--- src/rtl/uart_dbg_burst_master.sv ---
// UART-driven debug bus master: decodes a byte command stream into halt/resume,
// single and burst (incrementing or fixed-address) bus accesses, returning read data over UART.
module uart_dbg_burst_master #(
  parameter int ADDR_BYTES     = 2,
  parameter int TIMEOUT_CYCLES = 250000,
  parameter int CNT_W          = 8
) (
  input  logic                    clk,
  input  logic                    rst,
  input  logic                    rx_valid,
  input  logic [7:0]              rx_data,
  output logic                    tx_start,
  output logic [7:0]              tx_data,
  input  logic                    tx_active,
  input  logic                    tx_done,
  output logic                    bus_req,
  output logic                    bus_we,
  output logic [8*ADDR_BYTES-1:0] bus_addr,
  output logic [7:0]              bus_wdata,
  input  logic [7:0]              bus_rdata,
  input  logic                    bus_ack,
  output logic                    cpu_halt,
  output logic                    busy,
  output logic                    err_timeout
);

  localparam int AW   = 8 * ADDR_BYTES;
  localparam int TW   = $clog2(TIMEOUT_CYCLES + 1);
  localparam int AB_W = (ADDR_BYTES > 1) ? $clog2(ADDR_BYTES) : 1;

  typedef enum logic [2:0] {
    S_IDLE, S_ADDR, S_COUNT, S_WDATA, S_BUS_WR, S_BUS_RD, S_TX_START, S_TX_WAIT
  } state_t;

  state_t           state;
  logic             cmd_write;
  logic             cmd_burst;
  logic             cmd_fixed;
  logic [AB_W-1:0]  addr_cnt;
  logic [CNT_W-1:0] remaining;
  logic [TW-1:0]    tmo_cnt;
  logic             tmo_run;
  logic             tmo_hit;

  // Fixed-address bursts keep hammering one port register; otherwise step and wrap.
  function automatic logic [AW-1:0] next_addr(input logic [AW-1:0] a, input logic fixed);
    return fixed ? a : a + AW'(1);
  endfunction

  assign busy    = (state != S_IDLE);
  assign tmo_run = (state == S_ADDR) || (state == S_COUNT) || (state == S_WDATA);
  assign tmo_hit = tmo_run && !rx_valid && (tmo_cnt == TW'(TIMEOUT_CYCLES - 1));

  always_ff @(posedge clk or negedge rst) begin
    if (!rst) begin
      state       <= S_IDLE;
      cmd_write   <= 1'b0;
      cmd_burst   <= 1'b0;
      cmd_fixed   <= 1'b0;
      addr_cnt    <= '0;
      remaining   <= '0;
      tmo_cnt     <= '0;
      tx_start    <= 1'b0;
      tx_data     <= '0;
      bus_req     <= 1'b0;
      bus_we      <= 1'b0;
      bus_addr    <= '0;
      bus_wdata   <= '0;
      cpu_halt    <= 1'b0;
      err_timeout <= 1'b0;
    end else begin
      err_timeout <= 1'b0;
      tx_start    <= 1'b0;
      if (!tmo_run || rx_valid) tmo_cnt <= '0;
      else                      tmo_cnt <= tmo_cnt + TW'(1);

      if (tmo_hit) begin
        err_timeout <= 1'b1;
        state       <= S_IDLE;
      end else begin
        case (state)
          S_IDLE: begin
            if (rx_valid) begin
              if (rx_data == 8'h00) begin
                cpu_halt <= 1'b1;
              end else if (rx_data == 8'h01) begin
                cpu_halt <= 1'b0;
              end else if (rx_data <= 8'h07) begin
                // Opcode bits: [0]=read, [2]=burst, [1] with [2]=fixed address.
                cmd_write <= ~rx_data[0];
                cmd_burst <= rx_data[2];
                cmd_fixed <= rx_data[2] & rx_data[1];
                addr_cnt  <= '0;
                remaining <= '0;
                state     <= S_ADDR;
              end
            end
          end
          S_ADDR: begin
            if (rx_valid) begin
              bus_addr <= (bus_addr << 8) | AW'(rx_data);
              addr_cnt <= addr_cnt + AB_W'(1);
              if (addr_cnt == AB_W'(ADDR_BYTES - 1)) begin
                if (cmd_burst)      state <= S_COUNT;
                else if (cmd_write) state <= S_WDATA;
                else                state <= S_BUS_RD;
              end
            end
          end
          S_COUNT: begin
            if (rx_valid) begin
              remaining <= CNT_W'(rx_data);
              state     <= cmd_write ? S_WDATA : S_BUS_RD;
            end
          end
          S_WDATA: begin
            if (rx_valid) begin
              bus_wdata <= rx_data;
              state     <= S_BUS_WR;
            end
          end
          S_BUS_WR: begin
            if (!bus_req) begin
              bus_req <= 1'b1;
              bus_we  <= 1'b1;
            end else if (bus_ack) begin
              bus_req <= 1'b0;
              if (remaining == '0) begin
                state <= S_IDLE;
              end else begin
                remaining <= remaining - CNT_W'(1);
                bus_addr  <= next_addr(bus_addr, cmd_fixed);
                state     <= S_WDATA;
              end
            end
          end
          S_BUS_RD: begin
            if (!bus_req) begin
              bus_req <= 1'b1;
              bus_we  <= 1'b0;
            end else if (bus_ack) begin
              bus_req <= 1'b0;
              tx_data <= bus_rdata;
              state   <= S_TX_START;
            end
          end
          S_TX_START: begin
            if (!tx_active) begin
              tx_start <= 1'b1;
              state    <= S_TX_WAIT;
            end
          end
          S_TX_WAIT: begin
            // Only one byte in flight: the next read waits for the UART to finish.
            if (tx_done && !tx_start) begin
              if (remaining == '0) begin
                state <= S_IDLE;
              end else begin
                remaining <= remaining - CNT_W'(1);
                bus_addr  <= next_addr(bus_addr, cmd_fixed);
                state     <= S_BUS_RD;
              end
            end
          end
          default: state <= S_IDLE;
        endcase
      end
    end
  end

endmodule
--- config.mk ---
export PLATFORM = sky130hd
export DESIGN_NAME = uart_dbg_burst_master
export DESIGN_NICKNAME = d
export VERILOG_FILES = /design/src/rtl/uart_dbg_burst_master.sv
export SDC_FILE = /design/constraint.sdc
export NUM_CORES = 1
export LEC_CHECK = 0
export ABC_AREA = 0
export CELL_PAD_IN_SITES_DETAIL_PLACEMENT = 0
export CELL_PAD_IN_SITES_GLOBAL_PLACEMENT = 1
export CORE_ASPECT_RATIO = 0.7
export CORE_MARGIN = 2
export CORE_UTILIZATION = 45
export DETAILED_ROUTE_END_ITERATION = 10
export GPL_TIMING_DRIVEN = 0
export PLACE_DENSITY_LB_ADDON = 0.3
export SYNTH_ARGS = -nofsm -noshare
export SYNTH_HDL_FRONTEND = slang
export SYNTH_SLANG_ARGS = --single-unit
--- constraint.sdc ---
create_clock -name clk -period 3 [get_ports clk]
set_clock_uncertainty 0.05 [all_clocks]
set_input_delay 0.6 -clock clk [delete_from_list [all_inputs] [get_ports clk]]
set_output_delay 0.6 -clock clk [all_outputs]
set_load 0.02 [all_outputs]
==> flow_summary_export.csv, run 1 <==
group,metric,value,unit
status,status,"complete, no violations",
routing,routedWlPerCell,17.98,um
yosys,yosys.area.top_type,"dfrtp_1",
final_layout,fin_cells,584,
routing,first_iter_violations,265,
placed_design,gp_congestion,0.8542,
final_layout,antenna_cells,0,
die,initial_core_util,45.94,%
sta,fin_setup_tns,0,ns
routing,ant_nets,0,
sta,slew_headroom,50.93,%
placed_design,dpl.cell_count,568,
die,fp.dieW,114.5,um
grt,overflow,0,
yosys,ys_async_sr_fraction,100.0,%
yosys,syn_avg_cell_area,9.520,sq um
sta,rsz0062_at_grt,"false",
final_layout,synthToLayoutAreaGrowth,26.15,%
critical_path,path_cells,"clkdlybuf4s50_1 -> nand3b_1 -> a21oi_2 -> nor2_1 -> clkbuf_1 -> nor2_1 -> a21oi_1",
yosys,seq_area_frac_synth,45.54,%
routing,viasPerCell,5.955,
final_layout,drive_gt1_share,11.90,%
routing,first_pass_iters,5,
pwr,p_leak,1.944,nW
final_layout,fin_nets,500,
sta,max_slew.worst_pin.slew,0.7294,ns
yosys,synth_area_leaders,"dfrtp_1, mux2_2, nor2_1",
yosys,synth-main-ff-cell,"dfrtp_1",
clock_network,cts_buffer_depth,2,
yosys,synth_edf_count,0,
pwr,finalPower,5.216,mW
placed_design,hpwl,7397,um
clock_network,cts_tree,"yes",
grt,grt_pass1_wl,17350,um
routing,drc_errors,0,
clock_network,cts_resized,0,
critical_path,r2r-end,"bus_addr[10]",
sta,setup_viol,0,
sta,period_share,86.46,%
sta,period_needed,2.594,ns
clock_network,numCtsBuffers,9,
sta,slew_viol_final,0,
sta,fmax,385.5,MHz
die,die_h,81.35,um
clock_network,path_clk_slew,0.06,ns
grt,grt_pass1_vias,3344,
critical_path,required,3.20,ns
clock_network,post_cts_buffers,0,
die,rows,28,
yosys,synthCells,404,
clock_network,clock-sinks,70,
critical_path,critPathArrivalTime,2.79,ns
pwr,irDropWorstVdd,0.6285,mV
grt,grt_max_degree,45,
critical_path,worstRegToRegCells,8,
yosys,synth_cell_type_count,60,
run,drv_cap,0,
pwr,p_per_area,1075,nW/um^2
yosys,synth.most_common_cell,"dfrtp_1",
clock_network,holdBufCountCts,0,
routing,via_count,3478,
yosys,yosysWarnings,0,
final_layout,fin_area,4852,sq um
yosys,synth_top_area_share,45.54,%
critical_path,cp_slowest_stage_delay,0.56,ns
die,dieArea,9315,sq um
critical_path,reg2reg_slack,0.44,ns
critical_path,cp_slowest_cell,"clkdlybuf4s50_1",
critical_path,setup.worst_path.end_class,"flop",
clock_network,root_buffer,"clkbuf_16",
critical_path,r2r_start,"remaining[0]",
die,fp.coreArea,8373,sq um
placed_design,numPortBuffers,58,
yosys,ys_top_cells_by_count,"dfrtp_1, nor2_1, a21oi_1",
grt,antenna_found_initial,0,
clock_network,cts.htree.levels,3,
hold_path,hold_class,"in -> async",
routing,routed_wirelength,10500,um
yosys,syn_area,3846,sq um
yosys,syn-num-nets,430,
sta,finalHoldViolCount,0,
grt,grt_use_total,24.12,%
yosys,synth-seq-cells,70,
critical_path,crit_type,"in -> reg",
final_layout,fill_cells,751,
critical_path,start_kind,"input pin",
clock_network,clk_latency,0.33,ns
die,io-pin-count,60,
placed_design,place_area,4583,sq um
critical_path,crit_top_cell,"nor2_1",
critical_path,crit_fanout,10,
==> metal layers <==
metal	vias to the layer above	track usage [%]	wire length (um)
met5	-	0	0
met4	0	6.829	81
met3	11	5.075	651
met2	130	35.44	4589
met1	1701	35.88	5180
li1	1636	-	-
==> through the flow <==
stage               util (%)  setup slack, ns  hold slack [ns]
finish                 57.95           0.4062           0.1397
global route           57.95           0.2540           0.1602
CTS                    57.95           0.4403           0.1406
detailed placement     54.74          0.08749           0.4298
floorplan                  -           0.8137           0.2544
global placement       54.44           -1.217           0.4158
==> registers in the layout (all words and copies together), names as in the netlist, 3 cells and up <==
name / count
bus_addr: 16
remaining: 8
tmo_cnt: 18
state: 3
bus_wdata: 8
tx_data: 8
==> report_power, final <==
group / internal (mW) / switching [mW] / leakage [nW]
Combinational: 1.10 / 1.58 / 0.915
Sequential: 1.25 / 0.313 / 0.897
Clock: 0.578 / 0.394 / 0.132
Total: 2.93 / 2.29 / 1.94
==> layout by cell type (no fill, tap or decap), types with 10 or more instances in the layout <==
master,count
inv_1,13
o31ai_1,18
nand2_1,23
a21oi_1,25
nor3_1,10
buf_2,11
dfrtp_1,70
nor2_1,40
mux2_2,16
nand3_1,19
o21ai_1,19
clkdlybuf4s50_1,57
o21ai_0,17
==> cell families after synthesis <==
| family | share of synthesized area [%] |
|---|---|
| simple gates | 20.14 |
| compound gates | 19.91 |
| flops | 45.54 |
| buf+inv | 3.871 |
| mux | 5.823 |
| xor+xnor | 3.416 |
| fa+ha+maj | 1.301 |
==> worst max-delay path by stage <==
stage / end / cells past startpoint / from / slack [ns]
floorplan: state[2] / 5 / rx_data[6] / 0.81
global placement: bus_addr[15] / 1 / rst / -1.22
detailed placement: remaining[7] / 6 / rx_data[6] / 0.09
CTS: remaining[7] / 6 / rx_data[6] / 0.44
global route: bus_addr[7] / 8 / remaining[0] / 0.25
finish: bus_addr[10] / 7 / rx_valid / 0.41
==> area by class of cell <==
| cell class | count | area, sq um | share of cell area, % |
|---|---|---|---|
| clock inverter | 4 | 22.52 | 0.4642 |
| inverter | 15 | 56.30 | 1.160 |
| sequential | 70 | 1752 | 36.10 |
| multi-input combinational | 300 | 1946 | 40.10 |
| timing repair buffer | 59 | 605.6 | 12.48 |
| tap | 105 | 131.4 | 2.708 |
| buffer | 19 | 92.59 | 1.908 |
| clock buffer | 12 | 246.5 | 5.080 |
==> worst max-delay path: cells and delay by family <==
family,cells,cell delay (ns)
buffers and inverters,2,1.08
AND/OR/NAND/NOR,3,0.81
AO/OA/AOI/OAI,2,0.30
(Power assumes the default switching activity.)
==> inputs of run 2 (changes only) <==
Settings changed: CAP_MARGIN set to 15.
==> results of run 2 <==
The final DEF is identical to that of run 1; final timing and power are the same.
==> inputs of run 3 (changes only) <==
Settings changed: CTS_CLUSTER_DIAMETER set to 120, HOLD_SLACK_MARGIN set to 0.12.
==> results of run 3 <==
The final DEF is identical to that of run 1; final timing and power are the same.
